--- src/rtl/triangle_reg_interface.sv ---
`default_nettype none
// ============================================================================
// Module   : triangle_reg_interface
// Purpose  : CPU register front end for the APU triangle channel; holds shadow
//            load data and turns CPU writes into cpu_clk_en-aligned strobes.
// Revision : 1.0 - initial release
// ============================================================================
module triangle_reg_interface #(
  parameter logic [4:0] TRI_BASE    = 5'h08,
  parameter logic [4:0] STATUS_ADDR = 5'h15
) (
  input  logic        clk,
  input  logic        rst_l,
  input  logic        cpu_clk_en,
  input  logic        reg_we,
  input  logic [4:0]  reg_addr,
  input  logic [7:0]  reg_wdata,
  output logic        control_flag,
  output logic [6:0]  linear_load_data,
  output logic [10:0] timer_load_data,
  output logic [4:0]  length_load_data,
  output logic        linear_load,
  output logic        timer_load,
  output logic        length_load,
  output logic        disable_l
);

  localparam logic [4:0] ADDR_LINEAR = TRI_BASE;
  localparam logic [4:0] ADDR_TLO    = TRI_BASE + 5'd2;
  localparam logic [4:0] ADDR_THI    = TRI_BASE + 5'd3;

  logic       ctrl_q,     ctrl_d;
  logic [6:0] lin_q,      lin_d;
  logic [7:0] tlo_q,      tlo_d;
  logic [2:0] thi_q,      thi_d;
  logic [4:0] len_q,      len_d;
  logic       dis_q,      dis_d;
  logic       lin_pend_q, lin_pend_d;
  logic       tim_pend_q, tim_pend_d;
  logic       len_pend_q, len_pend_d;

  logic w_wr_linear, w_wr_tlo, w_wr_thi, w_wr_status;

  assign w_wr_linear = reg_we && (reg_addr == ADDR_LINEAR);
  assign w_wr_tlo    = reg_we && (reg_addr == ADDR_TLO);
  assign w_wr_thi    = reg_we && (reg_addr == ADDR_THI);
  assign w_wr_status = reg_we && (reg_addr == STATUS_ADDR);

  always_comb begin
    ctrl_d = ctrl_q;
    lin_d  = lin_q;
    tlo_d  = tlo_q;
    thi_d  = thi_q;
    len_d  = len_q;
    dis_d  = dis_q;

    if (w_wr_linear) begin
      ctrl_d = reg_wdata[7];
      lin_d  = reg_wdata[6:0];
    end
    if (w_wr_tlo) begin
      tlo_d = reg_wdata;
    end
    if (w_wr_thi) begin
      thi_d = reg_wdata[2:0];
      len_d = reg_wdata[7:3];
    end
    if (w_wr_status) begin
      dis_d = reg_wdata[2];
    end

    // A pending flag drops on an enable edge unless a new write re-arms it on
    // that same edge. Length only arms if the channel was already enabled.
    lin_pend_d = (lin_pend_q & ~cpu_clk_en) | w_wr_thi;
    tim_pend_d = (tim_pend_q & ~cpu_clk_en) | w_wr_tlo | w_wr_thi;
    len_pend_d = (len_pend_q & ~cpu_clk_en) | (w_wr_thi & dis_q);
    if (w_wr_status && !reg_wdata[2]) begin
      len_pend_d = 1'b0;
    end
  end

  always_ff @(posedge clk or negedge rst_l) begin
    if (!rst_l) begin
      ctrl_q     <= 1'b0;
      lin_q      <= 7'd0;
      tlo_q      <= 8'd0;
      thi_q      <= 3'd0;
      len_q      <= 5'd0;
      dis_q      <= 1'b0;
      lin_pend_q <= 1'b0;
      tim_pend_q <= 1'b0;
      len_pend_q <= 1'b0;
    end else begin
      ctrl_q     <= ctrl_d;
      lin_q      <= lin_d;
      tlo_q      <= tlo_d;
      thi_q      <= thi_d;
      len_q      <= len_d;
      dis_q      <= dis_d;
      lin_pend_q <= lin_pend_d;
      tim_pend_q <= tim_pend_d;
      len_pend_q <= len_pend_d;
    end
  end

  assign control_flag     = ctrl_q;
  assign linear_load_data = lin_q;
  assign timer_load_data  = {thi_q, tlo_q};
  assign length_load_data = len_q;
  assign disable_l        = dis_q;

  assign linear_load = lin_pend_q & cpu_clk_en;
  assign timer_load  = tim_pend_q & cpu_clk_en;
  assign length_load = len_pend_q & cpu_clk_en & dis_q;

endmodule
`default_nettype wire

--- config.mk ---
export PLATFORM = sky130hd
export DESIGN_NAME = triangle_reg_interface
export DESIGN_NICKNAME = d
export VERILOG_FILES = /design/src/rtl/triangle_reg_interface.sv
export SDC_FILE = /design/constraint.sdc
export NUM_CORES = 1
export LEC_CHECK = 0
export ABC_AREA = 1
export CELL_PAD_IN_SITES_DETAIL_PLACEMENT = 0
export CELL_PAD_IN_SITES_GLOBAL_PLACEMENT = 1
export CORE_MARGIN = 1.5
export CORE_UTILIZATION = 29
export DETAILED_ROUTE_END_ITERATION = 16
export PLACE_DENSITY = 0.8
export SKIP_CTS_REPAIR_TIMING = 1
export SLEW_MARGIN = 20
export SYNTH_ARGS = -nofsm -noshare
export SYNTH_HDL_FRONTEND = slang
export SYNTH_SLANG_ARGS = --single-unit
--- constraint.sdc ---
create_clock -name clk -period 0.8 [get_ports clk]
set_input_delay 0.12 -clock clk [delete_from_list [all_inputs] [get_ports clk]]
set_output_delay 0.12 -clock clk [all_outputs]
set_load 0.02 [all_outputs]
==> summary.txt, run 1 <==
Floorplanning
  • Row count: 23
  • Die width: 68.3 um
  • Starting Density: between 30% and 40%
  • Die height: ~68 um
  • CORE AREA: just over 4000 um2
  • # IOs: 45
  • Die area: about 4700 um2

Placed design
  • Post-DP HPWL: approximately 2000 um
  • Placed inst area: 1870 um2
  • Port Buffers: between 40 and 50
  • Placed Cells incl. Taps: approximately 230
  • GPL Wtd Cong: roughly 0.83
  • Worst slack, placed: -0.733 ns

Critical path
  • Critical-path top delay cell: dfrtp_1
  • Crit-path max cell delay: just over 0.4 ns
  • Worst path required time: 0.68 ns
  • Worst Setup End Kind: output pin
  • Reg-to-reg startpoint: disable_l$_DFFE_PN0P_
  • CP Cell Sequence: buf_6, buf_6
  • Startpoint types: register
  • Crit path from: disable_l$_DFFE_PN0P_
  • Cell mode on critical path: buf_6
  • Crit-path max FO: 2
  • Arrival time at the worst endpoint: just over 0.9 ns
  • Reg-to-reg endpoint: len_pend_q$_DFF_PN0_
  • Critical path class: reg2out
  • R2r setup slk: about 0.020 ns
  • Reg2Reg Depth: 3

Synthesis
  • Synth unique cells: 13
  • Yosys reg bits: 28
  • Yosys warns: 0
  • Synthesized area: roughly 1200 um2
  • Syn Area/Cell: a little over 10 um2
  • Syn_nets: about 140
  • Cells after synthesis: about 120
  • Seq/Total Area, Yosys: 56.6%

Drt
  • Via density: between 4 and 5
  • Post-Route WL: 2760 um
  • 1st-iter DRT viols: 47
  • # DRC: 0
  • Antenna viol nets, final: 0
  • Drt pass-1 iters: 4
  • Avg WL per Cell: 11.9 um
  • Via count: between 1,000 and 1,500

Clock tree
  • Maximum clock insertion buffer count: 2
  • CTS tree: done
  • H-tree Lvls: 1
  • CTS root buffer: clkbuf_8
  • Clk_lat worst skew: ~0.26 ns
  • CTS Buf Count: 3
  • Clock sink count: 28
  • Worst-path clk slew: approximately 0.090 ns

Pwr
  • P_int: about 2.8 mW
  • Clock share of power: between 10% and 20%
  • NetSw: ~1.3 mW
  • Sw frac: between 30% and 40%
  • Combinational group share of total power: a little under two fifths
  • Leakage: about 1.1 nW
  • Sequential power share: about 45%
  • Worst VDD drop: around 0.84 mV
  • PD cells: approximately 2000 nW/um2
  • Total power: between 4 and 5 mW

Timing
  • FMAX: 966 MHz
  • Pin slew with the least headroom to its limit: approximately 0.26 ns
  • Slew headroom: around 83%
  • WHS: slightly above 0.2 ns
  • Final period util: 129%
  • Crit path time final: ~1.0 ns
  • Final Setup Violations: 28
  • Fin. Hold Viols: 0
  • Final setup TNS: -3.85 ns
  • Post-route worst setup slack: -0.235 ns
  • Unrepaired setup endpoints after global routing: yes
  • Pins Over Slew Limit: 0
  • Worst clock skew: ~0.00012 ns

Layout
  • Footprint of the multi-input gates: 473 um2
  • Commonest non-fill, non-tap cells in the layout: buf_6 (31), nand2_1 (29), dfrtp_1 (28)
  • Antenna Cells: 0
  • Area grow syn2layout: 61.3%
  • Final core occ: about half
  • Post-layout instance count excluding filler cells: between 200 and 250
  • Fin area: 2000 um2
  • # fillers: between 300 and 400
  • Share of cells above drive strength 1: about half
  • FF/Latch Area: about 700 um2
  • Nets: ~200
  • Most common cell after layout, fill and taps aside: buf_6

Global routing
  • Vias in the first global route: 1,024
  • Initial antenna violation count: 0
  • First-pass GRT wire length: approximately 4600 um
  • GRT Total Usage: between 10% and 20%
  • Grt total ovfl: 0
  • Largest net degree at the start of global routing: 29

Hold path
  • Worst Hold Class: in2async

Status
  • Status: finished with violations
  • Failing checks: setup timing

Run
  • Max Cap Viol: 0
-- logic make-up (layout without fill, tap and decap cells) --
kind of cell | count (synthesis) | in the layout | synth area share (%)
simple gates | 47 | 47 | 17.7
flops | 28 | 28 | 56.6
compound gates | 26 | 26 | 17.8
buf+inv | 20 | 82 | 7.89
-- power by group through the flow --
stage / combinational, mW / sequential, mW / clock, mW
detailed placement: 1.43 / 1.82 / 0
global route: 1.61 / 1.87 / 0.836
global placement: 1.40 / 1.81 / 0
floorplan: 0.359 / 2.10 / 0
finish: 1.49 / 1.84 / 0.734
CTS: 1.44 / 1.79 / 0.775
-- flip-flops by register name, summed over array words and instances (netlist names) --
register and count:
lin_pend_q 1, len_pend_q 1, linear_load_data 7, disable_l 1, control_flag 1, tlo_q 8
thi_q 3, tim_pend_q 1, length_load_data 5
-- worst max-delay path, delay by kind of cell, from the launching register on --
family	cells	cell delay (ns)
DFF	1	0.41
buffers and inverters	2	0.25
-- final cells by class --
cell class	count	area share, %
Inverter	17	3.20
Timing Repair Buffer	62	32.8
Tap cell	50	3.13
Multi-Input combinational cell	73	23.7
Clock buffer	3	2.07
Sequential cell	28	35.1
-- per-layer routing --
layer	up-vias	track usage [%]	share of wire (%)
met3	4	4.11	6.2
met1	475	17.5	42
met5	-	0	0
met4	0	3.50	1.2
met2	29	20.8	50
li1	508	-	-
-- cell usage after synthesis (all sizes together) --
library cell / n / area [um2]
nand2: 36 / 140
dfrtp: 28 / 701
o21ai: 24 / 210
inv: 17 / 63.8
nor2: 6 / 25.0
buf: 3 / 33.8
a21oi: 2 / 10.0
nand3: 2 / 10.0
nand4: 2 / 27.5
nor3: 1 / 16.3
-- worst max-delay path by stage --
stage	to	cells past startpoint
detailed placement	length_load	4
floorplan	length_load	2
global placement	length_load	4
CTS	length_load	4
finish	disable_l	2
global route	length_load	3
Note: power is estimated with default switching activity, not from simulation.
==> run 2, diff against run 1 <==
- CORE_MARGIN: 1.5 -> 8
==> run 2 against run 1 <==
Against the previous run:
- the run still ends with setup timing left
- utilization grew 1.4 points
- clock power grew 17%
- combinational power grew 7%
- first-iteration DRC count shrank 28%
- die area grew 42%
- clock-buffer cell count grew 1
==> summary.txt, run 2 (same netlist as run 1, synthesis figures left out) <==
Status
  • Status: finished with violations
  • Failing checks: setup timing

Timing
  • Post-route worst setup slack: -0.252 ns
  • FMAX: approximately 950 MHz
  • Worst clock skew: 0.000100 ns
  • Final period util: 132%
  • Crit path time final: approximately 1.1 ns
  • Pins Over Slew Limit: 0
  • Fin. Hold Viols: 0
  • Final Setup Violations: 28
  • Slew headroom: 81.6%
  • Pin slew with the least headroom to its limit: between 0.2 and 0.3 ns
  • Unrepaired setup endpoints after global routing: yes

Critical path
  • Crit-path max FO: 2
  • Worst path required time: 0.68 ns
  • Critical path class: reg2out
  • Arrival time at the worst endpoint: between 0.9 and 1 ns
  • Startpoint types: register
  • Worst Setup End Kind: output pin

Layout
  • Final core occ: between 50% and 60%
  • # fillers: between 300 and 400
  • Area grow syn2layout: 65.9%
  • Post-layout instance count excluding filler cells: 238
  • Commonest non-fill, non-tap cells in the layout: dfrtp_1 (28), buf_6 (28), nand2_1 (27)
  • Antenna Cells: 0
  • Max reg flops: 8
  • FF/Latch Area: 701 um2
  • Nets: 206
  • Most flops, register: tlo_q
  • Fin area: approximately 2000 um2
  • Share of cells above drive strength 1: about half
  • Footprint of the multi-input gates: 478 um2

Drt
  • Via count: between 1,000 and 1,500
  • 1st-iter DRT viols: 34
  • Avg WL per Cell: ~13 um
  • Via density: 4.31
  • Drt pass-1 iters: 4
  • Post-Route WL: 3200 um
  • Antenna viol nets, final: 0
  • # DRC: 0

Floorplanning
  • Die width: between 80 and 90 um
  • Starting Density: 30.5%
  • # IOs: 45
  • Row count: 23
  • Die area: approximately 6600 um2
  • CORE AREA: 4060 um2
  • Die height: around 80 um

Clock tree
  • Worst-path clk slew: roughly 0.09 ns
  • CTS root buffer: clkbuf_8
  • Clock sink count: 28
  • CTS Buf Count: 3
  • CTS tree: done
  • Clk_lat worst skew: 0.27 ns
  • H-tree Lvls: 1
  • Maximum clock insertion buffer count: 2

Pwr
  • Total power: roughly 4.3 mW
  • Leakage: 1.09 nW
  • PD cells: 2090 nW/um2
  • Worst VDD drop: 0.977 mV

Placed design
  • Placed inst area: ~1800 um2
  • Post-DP HPWL: 2350 um
  • Placed Cells incl. Taps: 221
  • GPL Wtd Cong: roughly 0.8
  • Port Buffers: 44

Global routing
  • First-pass GRT wire length: ~5000 um
  • Grt total ovfl: 0
  • Vias in the first global route: around 1,100
  • Largest net degree at the start of global routing: 29
  • Initial antenna violation count: 0
  • GRT Total Usage: under 10%

Hold path
  • Worst Hold Class: in2async

Run
  • Max Cap Viol: 0
-- run 2: cell types whose count changed in the layout (fill, tap and decap cells not counted), sizes merged --
cell | before | now
buf | 46 | 50
dlymetal6s2s | 4 | 5
-- run 2: cell type report --
| cell class | instances | share of cell area (%) |
|---|---|---|
| sequential | 28 | 34.1 |
| timing repair buffer | 66 | 33.8 |
| multi-input combinational | 73 | 23.3 |
| inverter | 17 | 3.11 |
| tap | 50 | 3.05 |
| clock buffer | 4 | 2.68 |
-- run 2: worst max-delay path, stage by stage, from the launching register on --
cell and delay, ns:
dfrtp_1 0.40, buf_4 0.15, buf_6 0.12
-- run 2: where the power goes --
part           total (mW)  internal [mW]  leakage [nW]  switching (mW)
Combinational        1.60          0.858         0.702           0.744
Clock               0.859          0.440        0.0288           0.420
Sequential           1.84           1.65         0.363           0.184
Total                4.30           2.95          1.09            1.35
-- run 2: metal layers --
layer | part of all wire (%) | up-vias | global-route usage (%) | wire (um)
met5 | 0 | - | 0 | 0
met4 | 0.66 | 0 | 2.86 | 21
met3 | 7.1 | 2 | 4.19 | 227
met2 | 55 | 26 | 17.3 | 1750
met1 | 38 | 485 | 9.78 | 1200
li1 | - | 512 | - | -
-- run 2: worst paths after layout --
check | cells past startpoint | slack [ns] | start | end
worst max-delay path | 2 | -0.25 | disable_l$_DFFE_PN0P_ | disable_l
worst min-delay path | 2 | 0.19 | rst_l | tlo_q[5]$_DFFE_PN0P_
worst max register to register | 3 | 0.01 | disable_l$_DFFE_PN0P_ | len_pend_q$_DFF_PN0_
worst min register to register | 2 | 0.49 | lin_pend_q$_DFF_PN0_ | lin_pend_q$_DFF_PN0_
max in group asynchronous | 2 | 0.45 | rst_l | lin_pend_q$_DFF_PN0_
min in group clk | 4 | 0.23 | reg_addr[3] | disable_l$_DFFE_PN0P_
-- run 2: per-stage QoR --
| step | hold WS, ns | setup slack [ns] | setup TNS, ns |
|---|---|---|---|
| after global routing | 0.201 | -0.304 | -5.06 |
| after floorplan | -0.176 | -0.0495 | -0.0678 |
| final | 0.193 | -0.252 | -4.00 |
| after CTS | 0.193 | -0.765 | -25.34 |
| after detailed placement | 0.465 | -0.759 | -25.62 |
| after global placement | 0.469 | -0.727 | -24.39 |
